**src/rtl/comperator_axi_ip_v1_0_block_writer_pkg.sv**
```systemverilog
// Shared types and helpers for the comperator block writer and its siblings.
package comperator_axi_ip_v1_0_block_writer_pkg;

  localparam int DATA_WIDTH = 24;

  // Same encodings as the block reader so state dumps read identically.
  typedef enum logic [1:0] {
    IDLE = 2'b00,
    SEND = 2'b01,
    DONE = 2'b10
  } state_t;

  // A zero or oversize length means "send the whole block".
  function automatic logic [15:0] clamp_len(input logic [15:0] len,
                                            input logic [15:0] block_size);
    logic [15:0] r;
    r = len;
    if ((len == 16'd0) || (len > block_size)) r = block_size;
    return r;
  endfunction

endpackage

```
**src/rtl/comperator_axi_ip_v1_0_frame_position.sv**
```systemverilog
// Tracks the column/row of the next pixel in a video frame.
module comperator_axi_ip_v1_0_frame_position #(
  parameter int LINE_WIDTH = 640,
  parameter int LINE_COUNT = 480
) (
  input  logic        clk,
  input  logic        rst_n,
  input  logic        advance,
  output logic [15:0] col,
  output logic [15:0] row,
  output logic        sof,
  output logic        eol
);

  // Step one pixel per advance strobe, wrapping at line and frame ends.
  always_ff @(posedge clk or negedge rst_n) begin
    if (!rst_n) begin
      col <= 16'd0;
      row <= 16'd0;
    end else if (advance) begin
      if (col == 16'(LINE_WIDTH - 1)) begin
        col <= 16'd0;
        row <= (row == 16'(LINE_COUNT - 1)) ? 16'd0 : row + 16'd1;
      end else begin
        col <= col + 16'd1;
      end
    end
  end

  assign sof = (col == 16'd0) && (row == 16'd0);
  assign eol = (col == 16'(LINE_WIDTH - 1));

endmodule

```
**src/rtl/comperator_axi_ip_v1_0_block_writer.sv**
```systemverilog
// Serialises a parallel pixel block onto an AXI4-Stream video master.
module comperator_axi_ip_v1_0_block_writer
  import comperator_axi_ip_v1_0_block_writer_pkg::*;
#(
  parameter int BLOCK_SIZE = 8,
  parameter int LINE_WIDTH = 640,
  parameter int LINE_COUNT = 480
) (
  input  logic                             aclk,
  input  logic                             aresetn,
  output logic [DATA_WIDTH-1:0]            m_axis_tdata,
  output logic                             m_axis_tlast,
  input  logic                             m_axis_tready,
  output logic                             m_axis_tuser,
  output logic                             m_axis_tvalid,
  input  logic                             go,
  input  logic [15:0]                      len,
  input  logic [BLOCK_SIZE*DATA_WIDTH-1:0] block,
  output logic                             done
);

  localparam int BLOCK_W = BLOCK_SIZE * DATA_WIDTH;

  state_t             state;
  state_t             state_nx;
  logic [BLOCK_W-1:0] shift_q;
  logic [15:0]        remaining;
  logic               handshake;
  logic               accept;
  logic [15:0]        col;
  logic [15:0]        row;
  logic               sof;
  logic               eol;

  assign handshake = m_axis_tvalid & m_axis_tready;
  // go is only honoured between blocks; a block in flight is never disturbed.
  assign accept    = go && (state != SEND);

  // Next-state logic: load on accepted go, finish on the last handshake.
  always_comb begin
    state_nx = state;
    case (state)
      IDLE, DONE: if (go) state_nx = SEND;
      SEND:       if (handshake && (remaining == 16'd1)) state_nx = DONE;
      default:    state_nx = IDLE;
    endcase
  end

  // State register.
  always_ff @(posedge aclk or negedge aresetn) begin
    if (!aresetn) state <= IDLE;
    else          state <= state_nx;
  end

  // Block shift register and beat counter; zero-fill keeps leftovers harmless.
  always_ff @(posedge aclk or negedge aresetn) begin
    if (!aresetn) begin
      shift_q   <= '0;
      remaining <= 16'd0;
    end else if (accept) begin
      shift_q   <= block;
      remaining <= clamp_len(len, 16'(BLOCK_SIZE));
    end else if (handshake) begin
      shift_q   <= shift_q << DATA_WIDTH;
      remaining <= remaining - 16'd1;
    end
  end

  // Position persists across blocks so tuser/tlast follow the frame, not the block.
  comperator_axi_ip_v1_0_frame_position #(
    .LINE_WIDTH(LINE_WIDTH),
    .LINE_COUNT(LINE_COUNT)
  ) u_pos (
    .clk    (aclk),
    .rst_n  (aresetn),
    .advance(handshake),
    .col    (col),
    .row    (row),
    .sof    (sof),
    .eol    (eol)
  );

  // Position counters must never leave the frame.
  pos_in_range: assert property (@(posedge aclk) disable iff (!aresetn)
    (col < 16'(LINE_WIDTH)) && (row < 16'(LINE_COUNT)));

  // All outputs derive only from registers, so they hold while tready is low.
  assign m_axis_tvalid = (state == SEND);
  assign m_axis_tdata  = shift_q[BLOCK_W-1 -: DATA_WIDTH];
  assign m_axis_tuser  = m_axis_tvalid & sof;
  assign m_axis_tlast  = m_axis_tvalid & eol;
  assign done          = (state == DONE);

endmodule

```
**config.mk**
```make
export PLATFORM = sky130hd
export DESIGN_NAME = comperator_axi_ip_v1_0_block_writer
export DESIGN_NICKNAME = d
export VERILOG_FILES = /design/src/rtl/comperator_axi_ip_v1_0_block_writer_pkg.sv /design/src/rtl/comperator_axi_ip_v1_0_frame_position.sv /design/src/rtl/comperator_axi_ip_v1_0_block_writer.sv
export SDC_FILE = /design/constraint.sdc
export NUM_CORES = 1
export LEC_CHECK = 0
export BUFFER_PORTS_ARGS = -buffer_cell sky130_fd_sc_hd__buf_2
export CORE_ASPECT_RATIO = 1.1
export CORE_MARGIN = 1.5
export CORE_UTILIZATION = 49
export DETAILED_ROUTE_END_ITERATION = 12
export PLACE_DENSITY = 0.74
export SLEW_MARGIN = 20
export SYNTH_ARGS = -nofsm -noshare
export SYNTH_HDL_FRONTEND = slang
export SYNTH_SLANG_ARGS = --single-unit
```
**constraint.sdc**
```tcl
create_clock -name aclk -period 2.22 [get_ports aclk]
set_input_delay 0.666 -clock aclk [delete_from_list [all_inputs] [get_ports aclk]]
set_output_delay 0.666 -clock aclk [all_outputs]
set_load 0.01 [all_outputs]
```
### Word-level counts from Yosys, hierarchy flattened

Cells that the tools add are included.

| operators by class | value |
|---|---|
| multiplexer cells | 10 |
| $add $sub $neg | 3 |
| equality and inequality tests | 8 |
| order comparisons | 1 |
| bitwise logic cells | 3 |
| reductions and logical operators | 12 |

Operators by type and width:

| operator | count |
|---|---|
| 2-to-1 mux 192 bit | 2 |
| 2-to-1 mux 16 bit | 5 |
| logical NOT 16 bit | 3 |
| adder 16 x 1 -> 16 bit, second input constant | 2 |
| == test 16 x 1 -> 1 bit, second input constant | 1 |
| == test 16 x 10 -> 1 bit, second input constant | 1 |
| == test 16 x 9 -> 1 bit, second input constant | 1 |
| greater-than comparator 16 x 4 -> 1 bit, second input constant | 1 |
| subtractor 16 x 1 -> 16 bit, second input constant | 1 |
| 2-to-1 mux 2 bit | 2 |
| inequality test 2 x 1 -> 1 bit, second input constant | 2 |
| one-hot mux 2 bit (2 select lines) | 1 |
| AND reduction 2 bit | 2 |
| AND 1 bit | 3 |
| logical AND 1 bit | 3 |
| == test 2 x 1 -> 1 bit, second input constant | 1 |
| == test 2 bit, second input constant | 1 |
| logical NOT 2 bit | 1 |
| inequality test 2 bit, second input constant | 1 |
| nonzero test 2 bit | 1 |
| OR reduction 2 bit | 1 |
| logical OR 1 bit | 1 |

| word-level totals | value |
|---|---|
| output and inout port bits | 28 |
| word-level logic and storage cells | 42 |
| input bits | 212 |
| flip-flop bits (word level) | 242 |

### Longest topological paths before layout

Gate-level depths: netlist of run 1.

| logic depth | value |
|---|---|
| depth after elaboration | 5 |
| mapped depth | 9 |
| mapped depth without buffers | 7 |

### By module

A second synthesis of run 1 with hierarchy kept.

| unflattened totals | value |
|---|---|
| cell total of the unflattened synthesis | 1116 |
| area total of the unflattened synthesis | 10739.0 um^2 |

Modules (own cells, without submodules):

| module | seq. area each (um^2) | cells an instance | times used | area an instance (um^2) |
|---|---|---|---|---|
| comperator_axi_ip_v1_0_block_writer | 5255.0 | 930 | 1 | 8934.8 |
| comperator_axi_ip_v1_0_frame_position | 800.8 | 186 | 1 | 1804.2 |

### Worst setup path before layout of run 1

Ideal clock, no wire load.

| timing path | value |
|---|---|
| kind | register to output |
| start | register u_pos.col[12] |
| end | output m_axis_tlast |
| path slack | -0.158 ns |
| required time | 1.554 ns |
| cell stages (with the launch flop) | 4 |
| arrival time | 1.712 ns |
| cells stage by stage | dfrtp_1 or4_4 or4_4 nor2_1 |

| between the ends | value |
|---|---|
| cells in the longest elaborated chain, start to end | 2 |

Ends and longest elaborated chain:

| item | RTL line | RTL |
|---|---|---|
| start, declared | comperator_axi_ip_v1_0_frame_position.sv:9 | `output logic [15:0] col,` |
| start signal, assigned | comperator_axi_ip_v1_0_frame_position.sv:25 | `col <= col + 16'd1;` |
| == test 16 x 10 -> 1 bit | comperator_axi_ip_v1_0_frame_position.sv:31 | `assign eol = (col == 16'(LINE_WIDTH - 1));` |
| AND 1 bit | comperator_axi_ip_v1_0_block_writer.sv:91 | `assign m_axis_tlast = m_axis_tvalid & eol;` |
| end, declared | comperator_axi_ip_v1_0_block_writer.sv:12 | `output logic m_axis_tlast,` |

Every way passes these cells.

### Final worst setup path of run 1

| timing path | value |
|---|---|
| start | register u_pos.col[8] |
| end | output m_axis_tlast |

The elaborated chain is that of the path after synthesis.

==> results.md, run 1 <==
- Area delta synth->final: 23.9%
- First-pass GRT wire length: 41.1 mm
- Post-synth EDFFs: 0
- CTS Buffer Depth: 3
- VDD IR-drop max: 0.000781 V
- RSZ-0062 raised after global routing: true
- Net Sw Frac: 0.331
- Final hold viol count: 0
- Grt total ovfl: 0
- DIE HEIGHT: 157 um
- CP endpoint kind: primary output
- WP data required: 1550 ps
- Area fraction of the dominant cell type after synthesis: 0.572
- Synth Cell Area: 0.0106 mm2
- Top cell by count, worst path: or4_4
- GP Congestion: 0.858
- 1st-iter DRT viols: 590
- Vias in the first global route: 8139
- Final min period: 2890 ps
- Critical path's largest stage delay: 560 ps
- Routed vias/inst: 5.29
- Mapped Cells: 1086
- PwrDens: 1140 mW/mm2
- DRC: 0
- Synth async-reset ratio: 1.00
- Seq/Total Area, Yosys: 0.572
- GR Util All Layers: 0.226
- H-tree levels: 1
- Synthesized flop and latch total: 242
- CP Cell Sequence: or4_4 > or4_4 > nor2_4 > buf_6
- Leak: 6.90 nW
- Final ANT Viol Nets: 0
- Netlist cell types: 39
- Initial antenna violation count: 7
- Top post-synthesis cells by area: dfrtp_1 (57%), nand2_1 (13%), a22oi_1 (12%), a22o_1 (2.3%), clkbuf_1 (2.2%)
- Fin worst setup slack: -666 ps
- Total CTS buffers: 26
- Die width: 143 um
- PortBufs: 239
- Rel. slew slack: 0.588
- Hold-fix buffers at CTS: 0
- Clk_lat worst skew: 530 ps
- TritonCTS sink count: 242
- CTS tree: built
- Nets@finish: 1525
- Setup CP Type: reg2out
- Violated checks: setup timing
- Combinational power share: 0.267
- Status: finished with violations
- Core Box Area: 0.0212 mm2
- Worst slew pin tran: 616 ps
- CTS root buf: clkbuf_16
- Startpoint Class: flip-flop
- Sw Pwr: 0.00495 W
- Routed WL: 25.6 mm
- Largest net degree at the start of global routing: 126
- Overall Power: 0.0149 W
- Fin crit share: 1.30
- Synth Flop Type: dfrtp_1
- Part of the power in the clock network: 0.285
- Hold_ws: 76.7 ps
- Share of cells above drive strength 1: 0.259
- Max cap viols: 0
- Max Fclk: 347 MHz
- Die area: 0.0225 mm2
- DR WL/cell: 15.8 um
- Initial Utilization: 0.499
- Clk slew on worst S/H paths: 60 ps
- Layout Skew: 9.24 ps
- Mean post-synth cell area: 9.75 um2
- Row Count: 56
- Sequential share of power: 0.448
- CP max FO: 2
- Internal Power: 0.00999 W
- Final Setup Violations: 18
- Detail Placement HPWL: 17.0 mm
- Hold Path Class: in2async
- Crit path buffers/inverters: 1
- Drt pass-1 iters: 5
- # IOs: 240
- Slowest cell on crit path: or4_4
- Setup WS pre-CTS: -151 ps
- Yosys warns: 0
- Syn Nets: 1304
- Slew Viols, Final: 0
- Post-synth top area cell: dfrtp_1
- Routed vias: 8585
- Arrival @ worst endpoint: 2220 ps
- Crit-path leading delay family: simple AND/OR/NAND/NOR gates
[metal layers]
| layer | GRT usage | vias up | share of wire |
|---|---|---|---|
| li1 | - | 4207 | - |
| met1 | 0.331 | 4069 | 0.45 |
| met2 | 0.334 | 263 | 0.45 |
| met3 | 0.0450 | 46 | 0.065 |
| met4 | 0.0810 | 0 | 0.029 |
| met5 | 0 | - | 0 |
[layout by cell type, fill, tap and decap left out, types with 5 or more instances in the layout]
cell type,count
a22o_1,28
a22oi_1,169
and3_1,5
buf_12,8
buf_2,237
buf_4,34
clkbuf_1,6
clkbuf_16,27
clkbuf_8,9
clkinv_2,5
dfrtp_1,242
diode_2,6
ha_1,6
inv_1,13
nand2_1,360
nand3_1,15
nand4_1,8
nor2_1,34
nor3_1,5
nor4_1,12
o21ai_0,12
xnor2_1,19
xor2_1,15
[cell families (layout without fill, tap and decap cells)]
group	after synthesis	after routing	synth area share
adder cells (fa/ha/maj)	6	6	0.00709
flip-flops	242	242	0.572
AO/OA/AOI/OAI	222	222	0.157
AND/OR/NAND/NOR	478	478	0.190
XOR/XNOR	34	34	0.0281
buffers and inverters	104	345	0.0454
other	0	6	0
[timing repair]
| action | CTS | global route |
|---|---|---|
| resized for setup | 7 | 6 |
| endpoints found under the hold margin | 0 | 0 |
| buffers inserted | 2 | 2 |
| endpoints found under the setup margin | 9 | 21 |
| pin swaps | 6 | 6 |
[metrics by stage]
stage	util	cells	TNS (ps)	area (um2)
floorplan	-	1086	-63.9	10600
global placement	0.573	1565	-445	12200
detailed placement	0.573	1565	-770	12200
CTS	0.615	1615	-2160	13100
global route	0.618	1623	-4820	13100
finish	0.618	1623	-3460	13100
[path summary, 6_finish.rpt]
| path | startpoint | to | slack [ps] | cells after the start |
|---|---|---|---|---|
| worst max-delay path | u_pos.col[8] | m_axis_tlast | -670 | 4 |
| worst min-delay path | aresetn | remaining[1] | 80 | 1 |
| worst max register to register | u_pos.col[8] | u_pos.row[5] | -330 | 7 |
| worst min register to register | u_pos.row[15] | u_pos.row[15] | 460 | 1 |
| max in group asynchronous | aresetn | shift_q[118] | 1470 | 2 |
| min in group aclk | block[20] | shift_q[20] | 360 | 2 |
[layout make-up]
class	count	area, um2
Fill cell	1848	8110
Sequential cell	242	6060
Multi-Input combinational cell	740	4120
Timing Repair Buffer	284	1660
Clock buffer	42	822
Tap cell	290	363
Inverter	13	48.8
Clock inverter	6	33.8
Antenna cell	6	15.0
[Yosys cell counts (13+ instances only)]
library cell and n:
nor2_1 38, nor4_1 13, xnor2_1 19, a22oi_1 169, dfrtp_1 242, xor2_1 15
clkbuf_1 61, buf_4 24, inv_1 13, nand2_1 360, a22o_1 28, nand3_1 16
o21ai_0 13
[state kept, by name, indices dropped and copies added (netlist names)]
name       flops
state          2
shift_q      192
remaining     16
u_pos.row     16
u_pos.col     16
[power groups by stage]
stage | registers, W | clock network [W] | logic [W]
2_1_floorplan | 0.00652 | 0 | 0.00304
3_3_place_gp | 0.00672 | 0 | 0.00387
3_5_place_dp | 0.00677 | 0 | 0.00399
4_1_cts | 0.00670 | 0.00434 | 0.00403
5_1_grt | 0.00688 | 0.00453 | 0.00459
6_report | 0.00670 | 0.00426 | 0.00399
[worst reg2reg max path, stage by stage, from the launching register on]
cell     delay [ps]
dfrtp_1         380
or4_4           540
or4_4           560
buf_4           160
buf_6           110
buf_6           120
or3_4           360
o31ai_2         240
(Power assumes the default switching activity.)
==> inputs of run 2 (changes only) <==
--- a/config.mk
+++ b/config.mk
@@ -7,8 +7,8 @@
 export LEC_CHECK = 0
-export BUFFER_PORTS_ARGS = -buffer_cell sky130_fd_sc_hd__buf_2
 export CORE_ASPECT_RATIO = 1.1
 export CORE_MARGIN = 1.5
-export CORE_UTILIZATION = 49
+export CORE_UTILIZATION = 50
 export DETAILED_ROUTE_END_ITERATION = 12
-export PLACE_DENSITY = 0.74
+export DONT_BUFFER_PORTS = 1
+export PLACE_DENSITY = 0.63
 export SLEW_MARGIN = 20
==> constraint.sdc (replaced) <==
create_clock -name aclk -period 3 [get_ports aclk]
set_input_delay 0.3 -clock aclk [delete_from_list [all_inputs] [get_ports aclk]]
set_output_delay 0.3 -clock aclk [all_outputs]
set_load 0.01 [all_outputs]
==> results.md, run 2 (same netlist as run 1, synthesis figures left out) <==
- Combinational power share: 0.250 (-0.017)
- Design area: 0.0135 mm2 (+3.0%)
- Most common cell after layout, fill and taps aside: nand2_1
- Final Setup Violations: 0 (-18)
- Rel. slew slack: 0.527 (-0.0613)
- TNS Setup: 0 ps (+3460 ps)
- Largest net degree at the start of global routing: 243 (+93%)
- Post-layout util: 0.655 (+0.0369)
- Hold Path Class: in2async
- Die width: 142 um (-0.99%)
- Total CTS buffers: 25 (-3.8%)
- Largest register FFs: 192 (unchanged)
- Worst slew pin tran: 710 ps (+93.4 ps)
- CP max FO: 5 (+3)
- Clk_lat worst skew: 530 ps (about the same)
- Hold_ws: -531 ps (-608 ps)
- Startpoint Class: flip-flop
- Net Sw Frac: 0.330 (-0.00122)
- Layout Skew: 12.6 ps (+3.31 ps)
- Detail Placement HPWL: 15.6 mm (-8.5%)
- Grt total ovfl: 0 (unchanged)
- GR Util All Layers: 0.246 (+0.0196)
- GP Congestion: 0.821 (-4.3%)
- VDD IR-drop max: 0.000498 V (-36%)
- Setup CP Type: reg2out
- Drt pass-1 iters: 6 (+1)
- Part of the power in the clock network: 0.298 (+0.013)
- RSZ-0062 raised after global routing: false
- Hold-fix buffers at CTS: 196 (+196)
- Status: finished with violations
- H-tree levels: 1 (unchanged)
- Routed vias/inst: 5.66 (+7.0%)
- CTS tree: built
- Largest Register: shift_q
- Final ANT Viol Nets: 0 (unchanged)
- CTS Buffer Depth: 3 (unchanged)
- PwrDens: 829 mW/mm2 (-27%)
- Placed Cells incl. Taps: 1266 (-19%)
- Fin cells: 1508 (-7.1%)
- Routed vias: 8536 (-0.57%)
- Initial Utilization: 0.513 (+0.0141)
- Sw Pwr: 0.00370 W (-25%)
- Post-CTS sizing: 0 (-7)
- WP data required: 2700 ps (+1150 ps)
- Placed Area: 0.0107 mm2 (-12%)
- Leak: 6.57 nW (-4.8%)
- First-pass GRT wire length: 44.1 mm (+7.3%)
- Fin crit share: 0.888
- Area delta synth->final: 27.7%
- Max Fclk: 375 MHz
- Final min period: 2660 ps
- CP endpoint kind: primary output
- Clk slew on worst S/H paths: 70 ps (about the same)
- Nets@finish: 1451 (-4.9%)
- TritonCTS sink count: 242 (unchanged)
- Post-CTS Repair Setup Buffers: 0 (-2)
- 1st-iter DRT viols: 545 (-7.6%)
- Arrival @ worst endpoint: 2360 ps (+140 ps)
- Reg2Reg Depth: 4 (-3)
- Slew Viols, Final: 0 (unchanged)
- Die area: 0.0221 mm2 (-2.0%)
- Vias in the first global route: 8695 (+6.8%)
- # IOs: 240 (unchanged)
- DRC: 0 (unchanged)
- Routed WL: 27.1 mm (+5.8%)
- Core Box Area: 0.0206 mm2 (-2.8%)
- Final hold viol count: 242 (+242)
- Internal Power: 0.00750 W (-25%)
- CTS root buf: clkbuf_16
- Initial antenna violation count: 0 (-7)
- PortBufs: 0 (-100%)
- Violated checks: hold timing
- Sequential share of power: 0.453 (+0.005)
- DR WL/cell: 18.0 um (+14%)
- Share of cells above drive strength 1: 0.0535 (-0.206)
- DIE HEIGHT: 156 um (-0.99%)
- Row Count: 55 (-1.8%)
- Max cap viols: 0 (unchanged)
- Antenna diodes: 0 (-6)
- Most frequent cells in the layout: nand2_1 (360), dfrtp_1 (242), dlygate4sd3_1 (196)
run 2: critical path, cell delays in order (launching register included):
cell	delay, ps
dfrtp_1	430
or4_4	570
or4_4	600
nor2_1	230
run 2: layout make-up:
type,count,area (um2)
clock buffers,34,709
clock inverters,12,178
fillers,1585,7130
inverters,13,48.8
multi-input cells,740,4070
flip-flops and latches,242,6060
well taps,256,320
repair buffers,211,2140
run 2: worst paths after layout:
kind,from,end,slack [ps]
setup reg to reg,u_pos.col[12],u_pos.row[5],630
setup / recovery,u_pos.col[12],m_axis_tlast,340
hold reg to reg,u_pos.row[15],u_pos.row[15],470
hold / removal,aresetn,shift_q[43],-530
max in group asynchronous,aresetn,shift_q[186],3140
min in group aclk,go,remaining[0],100
run 2: metal layers:
metal,global-route usage,vias to the layer above,part of all wire
li1,-,4043,-
met1,0.348,4117,0.45
met2,0.390,331,0.47
met3,0.0470,45,0.065
met4,0.0663,0,0.020
met5,0,-,0
run 2: power by group through the flow:
| stage | Clock [W] | Sequential (W) | Combinational, W |
|---|---|---|---|
| floorplan | 0 | 0.00482 | 0.00225 |
| detailed placement | 0 | 0.00510 | 0.00251 |
| global placement | 0 | 0.00507 | 0.00246 |
| global route | 0.00353 | 0.00520 | 0.00318 |
| finish | 0.00333 | 0.00507 | 0.00280 |
| CTS | 0.00340 | 0.00505 | 0.00275 |
run 2: metrics by stage:
step                      worst slack [ps]  power (W)
after floorplan                        768    0.00707
after global placement                 709    0.00753
after detailed placement               605    0.00762
after CTS                              306     0.0112
after global routing                   286     0.0119
final                                  336     0.0112
==> inputs of run 3 (changes only) <==
CTS_BUF_LIST = sky130_fd_sc_hd__clkbuf_16   (was unset)
==> results.md, run 3 (same netlist as run 1, synthesis figures left out) <==
- GR Util All Layers: 0.246 (about the same)
- Max cap viols: 0 (unchanged)
- Arrival @ worst endpoint: 2360 ps (about the same)
- Final min period: 2660 ps (-1.20 ps)
- VDD IR-drop max: 0.000499 V (+0.21%)
- Routed WL: 27.2 mm (+0.15%)
- Clk slew on worst S/H paths: 70 ps (about the same)
- Initial antenna violation count: 0 (unchanged)
- RR Endpoint: u_pos.row[5]
- Total CTS buffers: 25 (unchanged)
- CTS Buffer Depth: 3 (unchanged)
- Core Box Area: 0.0206 mm2 (unchanged)
- Largest register FFs: 192 (unchanged)
- Reg2Reg Depth: 4 (unchanged)
- Routed vias: 8534 (-0.023%)
- Routed vias/inst: 5.66 (about the same)
- DR WL/cell: 18.0 um (+0.15%)
- Hold_ws: -530 ps (+0.729 ps)
- CTS root buf: clkbuf_16
- CP endpoint kind: primary output
- Leak: 6.56 nW (-0.18%)
- Final ANT Viol Nets: 0 (unchanged)
- Placed Cells incl. Taps: 1266 (unchanged)
- Post-layout util: 0.652 (-0.00242)
- Violated checks: hold timing
- PortBufs: 0 (unchanged)
- GR Layer Usage met1: 0.347 (-0.000890)
- CTS tree: built
- Slew Viols, Final: 0 (unchanged)
- Status: finished with violations
- Drt pass-1 iters: 6 (unchanged)
- Grt met3 use: 0.0467 (-0.000307)
- Area delta synth->final: 27.2%
- Layout Skew: 11.6 ps (-0.960 ps)
- Die area: 0.0221 mm2 (unchanged)
- CP max FO: 5 (unchanged)
- DRC: 0 (unchanged)
- WP data required: 2700 ps (about the same)
- Startpoint Class: flip-flop
- Most frequent cells in the layout: nand2_1 (360), dfrtp_1 (242), dlygate4sd3_1 (196)
- Final Setup Violations: 0 (unchanged)
- Row Count: 55 (unchanged)
- First-pass GRT wire length: 44.1 mm (about the same)
- Most common cell after layout, fill and taps aside: nand2_1
- Vias in the first global route: 8697 (+0.023%)
- DIE HEIGHT: 156 um (unchanged)
- Final hold viol count: 242 (unchanged)
- Nets@finish: 1451 (unchanged)
- TritonCTS sink count: 242 (unchanged)
- Met2 usage in global routing: 0.390 (about the same)
- 1st-iter DRT viols: 548 (+0.55%)
- Largest Register: shift_q
- Fin cells: 1508 (unchanged)
- Die width: 142 um (unchanged)
- Grt total ovfl: 0 (unchanged)
- RSZ-0062 raised after global routing: false
- Hold-fix buffers at CTS: 196 (unchanged)
- Worst slew pin tran: 707 ps (-2.11 ps)
- Detail Placement HPWL: 15.6 mm (unchanged)
- Fin crit share: 0.888 (about the same)
- # IOs: 240 (unchanged)
- Setup CP Type: reg2out
- TNS Setup: 0 ps (unchanged)
- Share of cells above drive strength 1: 0.0495 (-0.00399)
- Antenna diodes: 0 (unchanged)
- Max Fclk: 376 MHz (about the same)
- Clk_lat worst skew: 530 ps (about the same)
- Reg2reg start: u_pos.col[12]
- H-tree levels: 1 (unchanged)
- R2r setup slk: 630 ps (about the same)
- PwrDens: 821 mW/mm2 (-0.96%)
- GRT Max-Usage Layer: met2
- Initial Utilization: 0.513 (unchanged)
- Hold Path Class: in2async
- Largest net degree at the start of global routing: 243 (unchanged)
- Rel. slew slack: 0.528 (+0.00140)
- GP Congestion: 0.821 (unchanged)
- Overall Power: 0.0111 W (-1.3%)
-- run 3: changes by cell type in the layout (fill, tap and decap cells not counted) --
cell / delta
clkbuf_8: -5
clkbuf_1: -4
inv_1: +4
clkinv_1: +5
-- run 3: through the flow --
stage          cell area [um2]  setup WS, ps
5_1_grt                  13500           286
3_5_place_dp             10700           605
6_report                 13500           337
2_1_floorplan            10600           768
4_1_cts                  13500           306
3_3_place_gp             10700           709
-- run 3: how the worst max path moves through the flow --
| stage | from | cells after the start | end | slack (ps) |
|---|---|---|---|---|
| final | u_pos.col[12] | 3 | m_axis_tlast | 340 |
| after global routing | u_pos.col[12] | 3 | m_axis_tlast | 290 |
| after CTS | u_pos.col[12] | 3 | m_axis_tlast | 310 |
| after detailed placement | u_pos.col[12] | 4 | u_pos.row[5] | 610 |
| after global placement | u_pos.col[12] | 4 | u_pos.row[5] | 710 |
| after floorplan | u_pos.col[12] | 4 | u_pos.row[5] | 770 |
-- run 3: area by class of cell --
type	instances	area, um2
Clock inverter	21	211
Timing Repair Buffer	211	2140
Inverter	13	48.8
Fill cell	1598	7180
Clock buffer	25	626
Multi-Input combinational cell	740	4070
Sequential cell	242	6060
Tap cell	256	320
-- run 3: power by group --
group          leakage (nW)  internal (W)  switching, W
clock network         0.423       0.00187       0.00131
registers              3.21       0.00432      0.000752
logic                  2.92       0.00117       0.00163
total                  6.56       0.00736       0.00369
-- run 3: metal layers --
layer | up-vias | routed length, um
met3 | 48 | 1650
li1 | 4045 | -
met2 | 294 | 12800
met1 | 4147 | 12200
met5 | - | 0
met4 | 0 | 575
-- run 3: worst max-delay path, cell delays in order, from the launching register on --
cell and delay, ps:
dfrtp_1 430, or4_4 570, or4_4 600, nor2_1 230
-- run 3: what timing repair did --
item / in CTS / in global routing
endpoints found under the hold margin: 439 / 242
resized for setup: 0 / 0
buffers inserted: 0 / 0
